**src/rtl/cache_controller.sv**
```systemverilog
// Sequencing FSM for a direct-mapped write-back cache array: lookup, dirty
// write-back, block refill with retry, memory timeout and saturating statistics.
module cache_controller #(
  parameter int MEM_TIMEOUT = 255,
  parameter int CNT_W       = 16
) (
  input  logic             clk,
  input  logic             rst_n,
  input  logic             cpu_req_valid,
  input  logic             cpu_req_type,
  output logic             cpu_ready,
  output logic             cpu_done,
  output logic             cpu_err,
  input  logic             hit,
  input  logic             dirty_bit,
  output logic             req_type,
  output logic             read_en_cache,
  output logic             write_en_cache,
  output logic             refill,
  output logic             mem_rd_req,
  output logic             mem_wr_req,
  input  logic             mem_ack,
  output logic [CNT_W-1:0] hit_count,
  output logic [CNT_W-1:0] miss_count,
  output logic [CNT_W-1:0] wb_count
);

  typedef enum logic [2:0] {
    IDLE,
    COMPARE,
    WRITEBACK,
    ALLOCATE,
    REFILL,
    RESPOND
  } state_t;

  localparam logic [15:0] TMO_LAST = 16'(MEM_TIMEOUT - 1);

  state_t      state, state_nxt;
  logic [15:0] tmo_cnt;
  logic        looked;
  logic        err_q;
  logic        mem_wait;
  logic        tmo_fire;

  function automatic logic [CNT_W-1:0] sat_inc(input logic [CNT_W-1:0] v);
    return (&v) ? v : v + 1'b1;
  endfunction

  // tmo_cnt holds the number of waiting cycles already spent in this phase;
  // the limit cycle still accepts mem_ack as success.
  assign mem_wait = (state == WRITEBACK) || (state == ALLOCATE);
  assign tmo_fire = mem_wait && !mem_ack && (tmo_cnt == TMO_LAST);

  // NOTE: sequential state uses non-blocking assignments so every register
  // samples the pre-edge values, independent of statement order.
  always_ff @(posedge clk) begin
    if (!rst_n) begin
      state      <= IDLE;
      req_type   <= 1'b0;
      looked     <= 1'b0;
      err_q      <= 1'b0;
      tmo_cnt    <= '0;
      hit_count  <= '0;
      miss_count <= '0;
      wb_count   <= '0;
    end else begin
      state <= state_nxt;
      err_q <= tmo_fire;

      if (state == IDLE && cpu_req_valid) begin
        req_type <= cpu_req_type;
        looked   <= 1'b0;
      end

      // Only the first lookup of a request is a statistic; retries are not.
      if (state == COMPARE) begin
        looked <= 1'b1;
        if (!looked) begin
          if (hit) hit_count  <= sat_inc(hit_count);
          else     miss_count <= sat_inc(miss_count);
        end
      end

      if (state == WRITEBACK && mem_ack) wb_count <= sat_inc(wb_count);

      if (mem_wait && state_nxt == state) tmo_cnt <= tmo_cnt + 16'd1;
      else                                tmo_cnt <= '0;
    end
  end

  // NOTE: every output and next-state is given a default first, so no path
  // through the case can infer a latch.
  always_comb begin
    state_nxt      = state;
    cpu_ready      = 1'b0;
    cpu_done       = 1'b0;
    cpu_err        = 1'b0;
    read_en_cache  = 1'b0;
    write_en_cache = 1'b0;
    refill         = 1'b0;
    mem_rd_req     = 1'b0;
    mem_wr_req     = 1'b0;

    unique case (state)
      IDLE: begin
        cpu_ready = 1'b1;
        if (cpu_req_valid) state_nxt = COMPARE;
      end
      COMPARE: begin
        if (hit) begin
          read_en_cache  = !req_type;
          write_en_cache = req_type;
          state_nxt      = RESPOND;
        end else if (dirty_bit) begin
          read_en_cache = 1'b1;
          state_nxt     = WRITEBACK;
        end else begin
          state_nxt = ALLOCATE;
        end
      end
      WRITEBACK: begin
        mem_wr_req = 1'b1;
        if (mem_ack)       state_nxt = ALLOCATE;
        else if (tmo_fire) state_nxt = RESPOND;
      end
      ALLOCATE: begin
        mem_rd_req = 1'b1;
        if (mem_ack)       state_nxt = REFILL;
        else if (tmo_fire) state_nxt = RESPOND;
      end
      REFILL: begin
        refill    = 1'b1;
        state_nxt = COMPARE;
      end
      RESPOND: begin
        cpu_done  = 1'b1;
        cpu_err   = err_q;
        state_nxt = IDLE;
      end
      default: state_nxt = IDLE;
    endcase
  end

endmodule

```
**config.mk**
```make
export PLATFORM = sky130hd
export DESIGN_NAME = cache_controller
export DESIGN_NICKNAME = d
export VERILOG_FILES = /design/src/rtl/cache_controller.sv
export SDC_FILE = /design/constraint.sdc
export NUM_CORES = 1
export LEC_CHECK = 0
export ABC_AREA = 1
export ABC_CLOCK_PERIOD_IN_PS = 2200
export BUFFER_PORTS_ARGS = -buffer_cell sky130_fd_sc_hd__buf_2
export CORE_MARGIN = 2
export CORE_UTILIZATION = 56
export CTS_CLUSTER_DIAMETER = 60
export DETAILED_ROUTE_END_ITERATION = 8
export HOLD_SLACK_MARGIN = 0.08
export PLACE_DENSITY = 0.76
export SLEW_MARGIN = 20
export SYNTH_ARGS = -nofsm -noshare
export SYNTH_HDL_FRONTEND = slang
export SYNTH_SLANG_ARGS = --single-unit
export TNS_END_PERCENT = 1
```
**constraint.sdc**
```tcl
create_clock -name clk -period 2.2 [get_ports clk]
set_input_delay 0.44 -clock clk [delete_from_list [all_inputs] [get_ports clk]]
set_output_delay 0.44 -clock clk [all_outputs]
set_load 0.01 [all_outputs]
```
==> results list <==
* Largest net degree at the start of global routing: 21
- The floorplan has 29 rows.
- Slack of the worst reg-to-reg path: 0.27 ns
- The top cell type by area accounts for 37.0% of the synthesized area.
- Post-synthesis to final-layout area growth: 14.7%
- Status: completed
- Final design utilization: 67.3%
* Top Layer Used: met4
- Post-synth net total: 561
- Detailed routing placed a total of 3900 um of wire on met2.
- Placer congestion estimate: 0.899
* Count of maximum capacitance violations: 0
* Worst skew pair latency: 0.34 ns
* Routed wirelength normalized by instance count: 11.8 um
* Number of ports placed on the die boundary: 64
- Library cells used by synthesis: 32
- Largest area contributor in the netlist: dfxtp_1
- VDD sags by at most 0.432 mV.
- In this run the critical register-to-register path is launched from hit_count[0].
- Sequential cell area: 0.00140 mm2
- Setup violations remaining at the end of the flow were counted as 0.
- Number of antenna violations at the first check in global routing: 0
* Top flip-flop cell by instance count after synthesis: dfxtp_1
* First-pass GRT wire length: 13700 um
* Setup clock skew after layout: 0.0110 ns
* Number of enable flip-flop cells after synthesis: 0
* Die footprint: 0.00744 mm2
- Sum of overflow across all layers after global routing: 0
- The first TritonRoute pass finished after 4 iterations.
- CTS Buf Count: 9
* Hold-fix buffers at CTS: 0
* Endpoint of the worst hold path: req_type
* Crit Path Class: reg2out
* Routed via count divided by cell count: 5.08
- Clock buffer depth: 2
- In the synthesized netlist the async set-or-reset flop fraction comes to 0%.
* Sequential share of the synthesized area: 37.0%
* Cell count after synthesis: 549
- The routed design could run at a clock period as short as 2.01 ns.
- Pwr/cell area: 572 mW/mm2
- Once the floorplan was initialized, standard cells occupied 58.7% of the core.
* Total power: 2.49 mW
- Clock Sinks: 70
- Summed over all cells, the static leakage comes to 1.78 nW.
- Die boundary width: 86.3 um
- The number of slew-limit violations in the final report was 0.
* Maximum fanout encountered on the critical timing path: 6
* Type of destination of the critical path: output port
* Floorplan Core Area: 0.00646 mm2
- After the flow finishes, the layout carries non-filler instances totaling 697.
- TritonCTS built the clock tree.
- At the pin with the least slew margin, the transition time is 0.499 ns.
- After detailed routing, the total wire length is 8200 um.
- Worst hold path stage count: 3
- Timing-limited maximum frequency: 0.498 GHz
- By area the synthesized netlist is led by dfxtp_1 37%, nand2_1 13%, nor2_1 6.4%, inv_1 5.9%, a21oi_1 5.2%.
- In this run the number of H-tree levels came out at 3.
- Hold timing on the final database bottoms out at a slack of 0.377 ns.
- 0 antenna diodes ended up in the layout.
- Clock root buffer: clkbuf_8
- Data arrival, critical path: 1.57 ns
- Setup repair after global routing left no endpoint under its margin.
- DRC violations left: 0
* Final sum of negative setup slack: 0 ns
* Y dimension of the die: 86.3 um
- Once the clock tree was built, the setup fixing pass inserted 0 buffers.
* Min-delay worst type: in2reg
- The net count of the finished layout is 627.
- The count of endpoints failing hold in the final timing report was 0.
* Worst R2R End: hit_count[6]
- In the final routing, the length of wire on met1 measures 3890 um.
* DP Cell Count: 681
- Delay of the slowest critical-path stage: 0.46 ns
- Fill cells in the final layout number 598.
- At the worst endpoint, the required time is 1.76 ns.
- Post-CTS repair changed the size of 0 cells.
- The startpoint identified for the worst hold timing path is cpu_req_type.
- Worst slew margin relative to its limit: 66.4%
- Vias in the first global route: 3101
- Number of buffers added on ports: 63
* Warning count from the yosys run: 0
- The worst path uses 91.3% of the clock period.
- Reg clk slew, reported paths: 0.07 ns
- The routed layout has 3543 vias.
- Among all stages on the critical path, the largest delay is contributed by dfxtp_1.
* Flops & latches, synth: 70
* Total Routing Usage GR: 22.6%
* Fraction of layout instances using a drive strength above 1: 20.3%
- Cells traversed along the worst timing path: nand3_1 > inv_2 > nand2_2 > o21ai_0 > buf_2
- Avg Inst Size Synth: 6.90 um2
- R2R cell count: 11
- Synthesized area: 0.00379 mm2
- After legalization and detailed placement, the total HPWL measured 6050 um.
- After the first detailed-routing iteration, the DRC count stood at 160.
- Detailed routing placed a total of 360 um of wire on met3.
- Multi-input gate area in the final layout: 0.00206 mm2
* Detail Route Antenna Nets: 0
- Element type at the critical path start: register
[cell usage after synthesis, types with 2 or more instances]
cell / n
buf_6: 4
nand2_2: 7
ha_1: 5
clkbuf_1: 4
a21oi_1: 39
nor2_1: 65
buf_2: 2
a21oi_2: 9
dfxtp_1: 70
o21bai_1: 2
nand3_1: 38
nor2_2: 17
xor2_1: 22
o21ai_0: 17
nand4_1: 8
nor3_1: 18
inv_2: 6
xnor2_1: 14
inv_1: 60
nand2_1: 130
[flip-flops by register name, summed over array words and instances, names as in the netlist]
signal      flops
err_q           1
hit_count      16
looked          1
miss_count     16
req_type        1
state           3
tmo_cnt        16
wb_count       16
[metal layers]
layer | global-route usage [%] | vias to the layer above
li1 | - | 1870
met1 | 29.3 | 1586
met2 | 37.8 | 80
met3 | 5.81 | 7
met4 | 5.54 | 0
met5 | 0 | -
[worst max path at each step]
| stage | start | end |
|---|---|---|
| final | state[0] | read_en_cache |
| after global routing | state[0] | read_en_cache |
| after CTS | state[0] | read_en_cache |
| after detailed placement | hit_count[0] | hit_count[14] |
| after global placement | hit_count[0] | hit_count[14] |
| after floorplan | miss_count[1] | miss_count[9] |
[critical path: cells and delay by family (launching register included)]
family                 cells  cell delay [ns]
buffers and inverters      2             0.29
DFF                        1             0.46
and+or+nand+nor            2             0.28
AOI/OAI and AO/OA          1             0.21
[layout by cell type, fill, tap and decap left out, drive strengths merged]
cell type  instances
nand4              8
o21ai             18
nor3              20
a21oi             48
and2               1
clkbuf            13
xor2              22
nand3b             1
clkinv             2
nand2            138
xnor2             14
buf               66
dfxtp             70
a31oi              1
inv               67
ha                 5
and3               1
clkinvlp           1
nand3             39
o21bai             2
nor2              82
nor3b              1
[cells by family (layout without fill, tap and decap cells)]
family | Yosys count | after routing | synth area share [%]
simple gates | 291 | 291 | 34.1
flops | 70 | 70 | 37.0
xor+xnor | 36 | 36 | 8.32
buf+inv | 78 | 149 | 8.75
fa+ha+maj | 5 | 5 | 1.65
compound gates | 69 | 69 | 10.2
[final cells by class]
class / count / share of cell area, %
Clock inverter: 3 / 0.403
Inverter: 67 / 5.85
Sequential cell: 70 / 32.3
Tap cell: 77 / 2.22
Multi-Input combinational cell: 401 / 47.3
Clock buffer: 13 / 3.89
Timing Repair Buffer: 66 / 8.06
[stage by stage]
step	setup WS [ns]	cell area [um2]
after floorplan	0.515	3790
after global placement	0.428	4160
after detailed placement	0.360	4160
after CTS	0.193	4340
after global routing	0.106	4340
final	0.191	4340
[where the power goes]
group	switching, mW	leakage, nW	internal, mW	total, mW
registers	0.0240	0.565	1.29	1.31
clock network	0.466	0.0954	0.499	0.965
logic	0.144	1.12	0.0674	0.211
total	0.634	1.78	1.85	2.49
Note: power is estimated with default switching activity, not from simulation.
